`config.mk`:
```
export PLATFORM = sky130hd
export DESIGN_NAME = mac_seq_ctrl
export DESIGN_NICKNAME = d
export VERILOG_FILES = /design/src/rtl/mac_seq_ctrl.sv
export SDC_FILE = /design/constraint.sdc
export NUM_CORES = 1
export LEC_CHECK = 0
export CAP_MARGIN = 20
export CORE_ASPECT_RATIO = 0.7
export CORE_MARGIN = 2
export CORE_UTILIZATION = 37
export DETAILED_ROUTE_END_ITERATION = 16
export PLACE_DENSITY = 0.84
export RECOVER_POWER = 100
export SLEW_MARGIN = 10
export SYNTH_ARGS = -nofsm -noshare
export SYNTH_HDL_FRONTEND = slang
export SYNTH_SLANG_ARGS = --single-unit
```
`constraint.sdc`:
```
create_clock -name clk -period 1.7 [get_ports clk]
set_input_delay 0.255 -clock clk [delete_from_list [all_inputs] [get_ports clk]]
set_output_delay 0.255 -clock clk [all_outputs]
set_load 0.02 [all_outputs]
```
`src/rtl/mac_seq_ctrl.sv`:
```
// mac_seq_ctrl: issue/response sequencer between the execute stage and the two-stage 33x33 MAC.
// Define MAC_SEQ_PERF_EN to build the perf_ops/perf_stalls counters (constant 0 otherwise).
module mac_seq_ctrl #(
    parameter int CNT_W = 16
) (
    input  logic             clk,
    input  logic             reset,
    input  logic             pause,
    input  logic             req_valid,
    output logic             req_ready,
    input  logic [2:0]       req_op,
    input  logic             req_sgn1,
    input  logic             req_sgn2,
    input  logic [31:0]      req_rs1,
    input  logic [31:0]      req_rs2,
    input  logic [4:0]       req_tag,
    output logic             rsp_valid,
    input  logic             rsp_ready,
    output logic [31:0]      rsp_lo,
    output logic [31:0]      rsp_hi,
    output logic [4:0]       rsp_tag,
    output logic             rsp_err,
    output logic             mac_pause,
    output logic             mac_mul_en,
    output logic             mac_low,
    output logic             mac_high,
    output logic [32:0]      mac_din1,
    output logic [32:0]      mac_din2,
    input  logic [31:0]      mac_dlout,
    input  logic [31:0]      mac_dhout,
    input  logic             mac_vhdout,
    output logic [CNT_W-1:0] perf_ops,
    output logic [CNT_W-1:0] perf_stalls
);

    localparam logic [2:0] OP_MUL   = 3'd0;
    localparam logic [2:0] OP_MACL  = 3'd1;
    localparam logic [2:0] OP_MACH  = 3'd2;
    localparam logic [2:0] OP_MACLH = 3'd3;
    localparam logic [2:0] OP_CLR   = 3'd4;
    localparam logic [2:0] OP_READ  = 3'd5;

    logic dec_mul, dec_low, dec_high, dec_zero, dec_rsvd;
    logic accept, stall, s2_fire;

    logic        s2_valid_q, s2_valid_d;
    logic [31:0] s2_lo_q, s2_lo_d;
    logic        s2_high_q, s2_high_d;
    logic [4:0]  s2_tag_q, s2_tag_d;
    logic        s2_err_q, s2_err_d;

    logic        rsp_valid_q, rsp_valid_d;
    logic [31:0] rsp_lo_q, rsp_lo_d;
    logic [31:0] rsp_hi_q, rsp_hi_d;
    logic [4:0]  rsp_tag_q, rsp_tag_d;
    logic        rsp_err_q, rsp_err_d;

    always_comb begin : op_decode
        dec_mul  = 1'b0;
        dec_low  = 1'b0;
        dec_high = 1'b0;
        dec_zero = 1'b0;
        dec_rsvd = 1'b0;
        case (req_op)
            OP_MUL:   begin dec_mul = 1'b1; dec_low = 1'b1; dec_high = 1'b1; end
            OP_MACL:  dec_low = 1'b1;
            OP_MACH:  dec_high = 1'b1;
            OP_MACLH: begin dec_low = 1'b1; dec_high = 1'b1; end
            OP_CLR:   begin dec_mul = 1'b1; dec_low = 1'b1; dec_high = 1'b1; dec_zero = 1'b1; end
            OP_READ:  begin dec_low = 1'b1; dec_high = 1'b1; dec_zero = 1'b1; end
            default:  dec_rsvd = 1'b1;
        endcase
    end

    // Handshake: a request transfers in a cycle with req_valid & req_ready, a response is held
    // stable from rsp_valid until a cycle with rsp_valid & rsp_ready; req_ready ignores req_valid.
    assign stall     = s2_valid_q & rsp_valid_q & ~rsp_ready;
    assign mac_pause = pause | stall;
    assign req_ready = ~mac_pause;
    assign accept    = req_valid & req_ready;
    assign s2_fire   = s2_valid_q & ~mac_pause;

    assign mac_din1   = dec_zero ? 33'd0 : {req_sgn1 & req_rs1[31], req_rs1};
    assign mac_din2   = dec_zero ? 33'd0 : {req_sgn2 & req_rs2[31], req_rs2};
    assign mac_mul_en = accept & dec_mul;
    assign mac_low    = accept & dec_low;
    assign mac_high   = accept & dec_high;

    // S2 and the MAC freeze together, so mac_dhout still belongs to the S2 op when it resumes.
    always_comb begin : s2_next
        s2_valid_d = s2_valid_q;
        s2_lo_d    = s2_lo_q;
        s2_high_d  = s2_high_q;
        s2_tag_d   = s2_tag_q;
        s2_err_d   = s2_err_q;
        if (!mac_pause) begin
            s2_valid_d = accept;
            s2_lo_d    = mac_low ? mac_dlout : 32'd0;
            s2_high_d  = mac_high;
            s2_tag_d   = req_tag;
            s2_err_d   = accept & dec_rsvd;
        end
    end

    always_comb begin : rsp_next
        rsp_valid_d = rsp_valid_q;
        rsp_lo_d    = rsp_lo_q;
        rsp_hi_d    = rsp_hi_q;
        rsp_tag_d   = rsp_tag_q;
        rsp_err_d   = rsp_err_q;
        if (s2_fire) begin
            rsp_valid_d = 1'b1;
            rsp_lo_d    = s2_lo_q;
            rsp_hi_d    = s2_high_q ? mac_dhout : 32'd0;
            rsp_tag_d   = s2_tag_q;
            rsp_err_d   = s2_err_q;
        end else if (rsp_ready) begin
            rsp_valid_d = 1'b0;
            rsp_lo_d    = 32'd0;
            rsp_hi_d    = 32'd0;
            rsp_tag_d   = 5'd0;
            rsp_err_d   = 1'b0;
        end
    end

    always_ff @(posedge clk or negedge reset) begin
        if (!reset) begin
            s2_valid_q  <= 1'b0;
            s2_lo_q     <= 32'd0;
            s2_high_q   <= 1'b0;
            s2_tag_q    <= 5'd0;
            s2_err_q    <= 1'b0;
            rsp_valid_q <= 1'b0;
            rsp_lo_q    <= 32'd0;
            rsp_hi_q    <= 32'd0;
            rsp_tag_q   <= 5'd0;
            rsp_err_q   <= 1'b0;
        end else begin
            s2_valid_q  <= s2_valid_d;
            s2_lo_q     <= s2_lo_d;
            s2_high_q   <= s2_high_d;
            s2_tag_q    <= s2_tag_d;
            s2_err_q    <= s2_err_d;
            rsp_valid_q <= rsp_valid_d;
            rsp_lo_q    <= rsp_lo_d;
            rsp_hi_q    <= rsp_hi_d;
            rsp_tag_q   <= rsp_tag_d;
            rsp_err_q   <= rsp_err_d;
        end
    end

    assign rsp_valid = rsp_valid_q;
    assign rsp_lo    = rsp_lo_q;
    assign rsp_hi    = rsp_hi_q;
    assign rsp_tag   = rsp_tag_q;
    assign rsp_err   = rsp_err_q;

`ifdef MAC_SEQ_PERF_EN
    logic [CNT_W-1:0] perf_ops_q, perf_ops_d;
    logic [CNT_W-1:0] perf_stalls_q, perf_stalls_d;

    always_comb begin : perf_next
        perf_ops_d    = perf_ops_q + {{(CNT_W-1){1'b0}}, accept & ~dec_rsvd};
        perf_stalls_d = perf_stalls_q + {{(CNT_W-1){1'b0}}, stall};
    end

    always_ff @(posedge clk or negedge reset) begin
        if (!reset) begin
            perf_ops_q    <= '0;
            perf_stalls_q <= '0;
        end else begin
            perf_ops_q    <= perf_ops_d;
            perf_stalls_q <= perf_stalls_d;
        end
    end

    assign perf_ops    = perf_ops_q;
    assign perf_stalls = perf_stalls_q;
`else
    assign perf_ops    = '0;
    assign perf_stalls = '0;
`endif

    // The high-half valid flag is redundant: S2 already knows whether its op strobed mac_high.
    logic unused_vhdout;
    assign unused_vhdout = mac_vhdout;

endmodule

```
==> reports/summary.md <==
### Status
- **status** complete, no violations

### Place
- **number of instances in the placed design** 863
- **Port Buffers** 284
- **detailed-placement wirelength estimate** 11720 um
- **routability cong.** 0.8997

### Synthesis
- **Avg Cell Area, Syn** 12.35 um^2
- **netlist area before placement** 5037 um^2
- **share of synthesized area occupied by flip-flops and latches** 55.14%
- **number of unique standard cell types used by synthesis** 31
- **post-synthesis sequential element count** 111
- **instance count of the mapped netlist** 408
- **Synth warnings** 0

### CTS
- **clk sinks** 111
- **clock tree from TritonCTS** built
- **Reg clk slew, reported paths** 0.07 ns
- **H-tree lvl count** 3
- **CTS Buffer Depth** 2
- **total clock buffers created by CTS** 9
- **Worst-Skew Late Latency** 0.34 ns
- **root buf cell** sky130_fd_sc_hd__clkbuf_16

### Routing
- **detailed-routing iteration count for the pre-antenna-repair pass** 5
- **Routed Wire Length** 15770 um
- **Via-to-Cell Ratio** 4.905
- **vias after detailed routing** 4341
- **average routed wire per standard cell** 17.82 um
- **DRC violations left** 0
- **final antenna-violating net count** 0
- **count of routing violations after the opening detailed-route iteration** 267

### Power and ir drop
- **highest ir drop seen on vdd** 597.0 uV
- **power density over the cells** 830.1 nW/um^2
- **leakage power** 0.003750 uW

### Floorplan
- **boundary pin count** 318
- **number of placement rows** 35
- **die boundary width** 143.5 um
- **area of the die** 14580 um^2
- **Chip Height** 101.6 um
- **starting utilization of the core area** 38.09%
- **Core Region** 13230 um^2

### GRT
- **met3 capacity usage during global routing** 5.485%
- **Total GRT Usage** 20.55%
- **GRT Residual Overflow** 0
- **antenna violations before repair** 0
- **layer with the highest usage after global routing** met2
- **global-route wire length before repair** 23120 um
- **vias in the first global route** 4221
- **global-route track usage on met2** 36.74%
- **met1 Resource Use GR** 24.20%
- **maximum number of pins on one net before global-route repair** 112

### Timing
- **final-report hold violation count** 0
- **crit share post-route** 97.97%
- **smallest hold slack** 0.3390 ns
- **remaining max-slew budget at the tightest pin** 0.8877%
- **post-route minimum period** 1.665 ns
- **final slew viol count** 0
- **Setup violations, final** 0
- **skew final** 0.005819 ns
- **Worst Max-Slew Pin Slew** 1.487 ns
- **RSZ-0062 raised after global routing** true
- **fmax** 600.5 MHz

### Worst setup path
- **internal reg-to-reg setup slack** 0.14 ns
- **required time at the worst-slack endpoint** 1.44 ns
- **kind of launch point of the worst setup path** primary input
- **endpoint arrival time on the critical path** 1.41 ns
- **end of the worst register-to-register path** rsp_hi[15]$_DFFE_PN0P_
- **critical setup path kind** in2out
- **worst-case reg-to-reg path depth** 6
- **launch point of the worst reg-to-reg path** rsp_valid$_DFFE_PN0P_
- **endpoint class of the critical path** primary output
- **maximum net fanout on the critical path** 3
- **worst setup path start** req_op[0]

### Final layout
- **layout net count** 839
- **Final Instance Count excl. Fillers** 885
- **fillcell total** 1079
- **proportion of layout cells with a drive suffix above 1** 18.71%
- **total area of sequential cells** 2779 um^2
- **final cell utilization of the core** 62.19%
- **number of antenna repair diodes** 0
- **area overhead of the layout relative to synthesis** 63.26%
- **area occupied by multi-input gates** 1974 um^2

### Run
- **Max-cap violations** 0

### Worst hold path
- **worst min-delay path class** in2async

## layout by cell type, fill, tap and decap left out, types with 2 or more instances in the layout
cell type / instances
sky130_fd_sc_hd__clkdlybuf4s50_1: 207
sky130_fd_sc_hd__mux2_1: 6
sky130_fd_sc_hd__buf_4: 24
sky130_fd_sc_hd__clkdlybuf4s15_2: 17
sky130_fd_sc_hd__nand2b_1: 2
sky130_fd_sc_hd__clkbuf_16: 9
sky130_fd_sc_hd__buf_2: 50
sky130_fd_sc_hd__and2_1: 63
sky130_fd_sc_hd__dlygate4sd2_1: 5
sky130_fd_sc_hd__nand2b_4: 3
sky130_fd_sc_hd__and2b_1: 4
sky130_fd_sc_hd__conb_1: 32
sky130_fd_sc_hd__a22o_1: 70
sky130_fd_sc_hd__and3_1: 2
sky130_fd_sc_hd__nor2b_1: 28
sky130_fd_sc_hd__dfrtp_1: 110
sky130_fd_sc_hd__buf_12: 6
sky130_fd_sc_hd__clkbuf_1: 2
sky130_fd_sc_hd__a32o_1: 32
## cells by family after synthesis
kind of cell | synth area share [%]
AOI/OAI and AO/OA | 19.50
buffers and inverters | 9.190
DFF | 55.14
muxes | 1.341
other | 0.07444
and+or+nand+nor | 14.75
## synthesized netlist by cell type (all sizes together)
cell type  count  area share, %
nand2b         5           0.77
nor2b         29            3.6
o21ai          2           0.20
a32o          32            6.4
nor4b          1           0.30
conb           1          0.074
and2          64            7.9
nand3b         1           0.22
nor2           1          0.074
and3           2           0.25
nor4           1           0.12
buf           61            8.6
a21o           1           0.15
a22o          70             12
and2b          5           0.79
dfrtp        111             55
inv            1          0.074
nand3          1          0.099
and3b          1           0.17
nor3b          2           0.40
clkbuf         7           0.52
o21ba          1           0.20
a21boi         1           0.22
a21bo          1           0.20
mux2           6            1.3
## where the power goes
group | internal [uW] | switching (uW)
registers | 2840 | 126
logic | 898 | 854
clock network | 1190 | 920
total | 4930 | 1900
## how the worst max path moves through the flow
stage | endpoint | slack [ns] | cells after the start
finish | mac_high | 0.03 | 4
global route | mac_high | -0.02 | 3
CTS | mac_low | 0.002 | 5
detailed placement | mac_high | -0.57 | 4
global placement | mac_mul_en | -0.49 | 5
floorplan | mac_mul_en | 0.004 | 5
## state kept, by name (all words and copies together), names as in the netlist
| name | count |
|---|---|
| rsp_hi | 32 |
| rsp_lo | 32 |
| s2_lo_q | 32 |
| rsp_tag | 5 |
| s2_tag_q | 5 |
| rsp_err | 1 |
| rsp_valid | 1 |
| s2_err_q | 1 |
| s2_high_q | 1 |
| s2_valid_q | 1 |
## metrics by stage
step / worst slack, ns / cell area (um^2) / TNS (ns) / total power, uW
after floorplan: 0.004167 / 5160 / 0 / 3865
after global placement: -0.4930 / 8031 / -34.27 / 4768
after detailed placement: -0.5700 / 8031 / -41.42 / 4813
after CTS: 0.002108 / 8204 / 0 / 6879
after global routing: -0.02039 / 8224 / -0.03849 / 7135
final: 0.03459 / 8224 / 0 / 6827
## layer usage
metal | vias to the layer above | wire (um)
met5 | - | 0
met1 | 2157 | 5857
met2 | 190 | 8430
met3 | 27 | 1093
met4 | 0 | 389
li1 | 1967 | -
## area by class of cell
| cell class | instances | area share [%] |
|---|---|---|
| Timing Repair Buffer | 313 | 35.71 |
| Sequential cell | 111 | 33.79 |
| Multi-Input combinational cell | 259 | 24.01 |
| Clock buffer | 12 | 2.997 |
| Tap cell | 185 | 2.815 |
| Clock inverter | 4 | 0.6390 |
| Inverter | 1 | 0.04564 |
## critical path: stages
cell	delay (ns)
sky130_fd_sc_hd__clkdlybuf4s50_1	0.55
sky130_fd_sc_hd__nor3b_1	0.36
sky130_fd_sc_hd__nor4_4	0.08
sky130_fd_sc_hd__buf_4	0.17
## what timing repair did
item	CTS	global route
resized for setup	287	4
pin swaps	1	0
setup buffers	2	2
gates cloned	2	0
endpoints found under the setup margin	72	3
hold buffers	0	0
No activity file was read; power rests on OpenSTA's default activity.
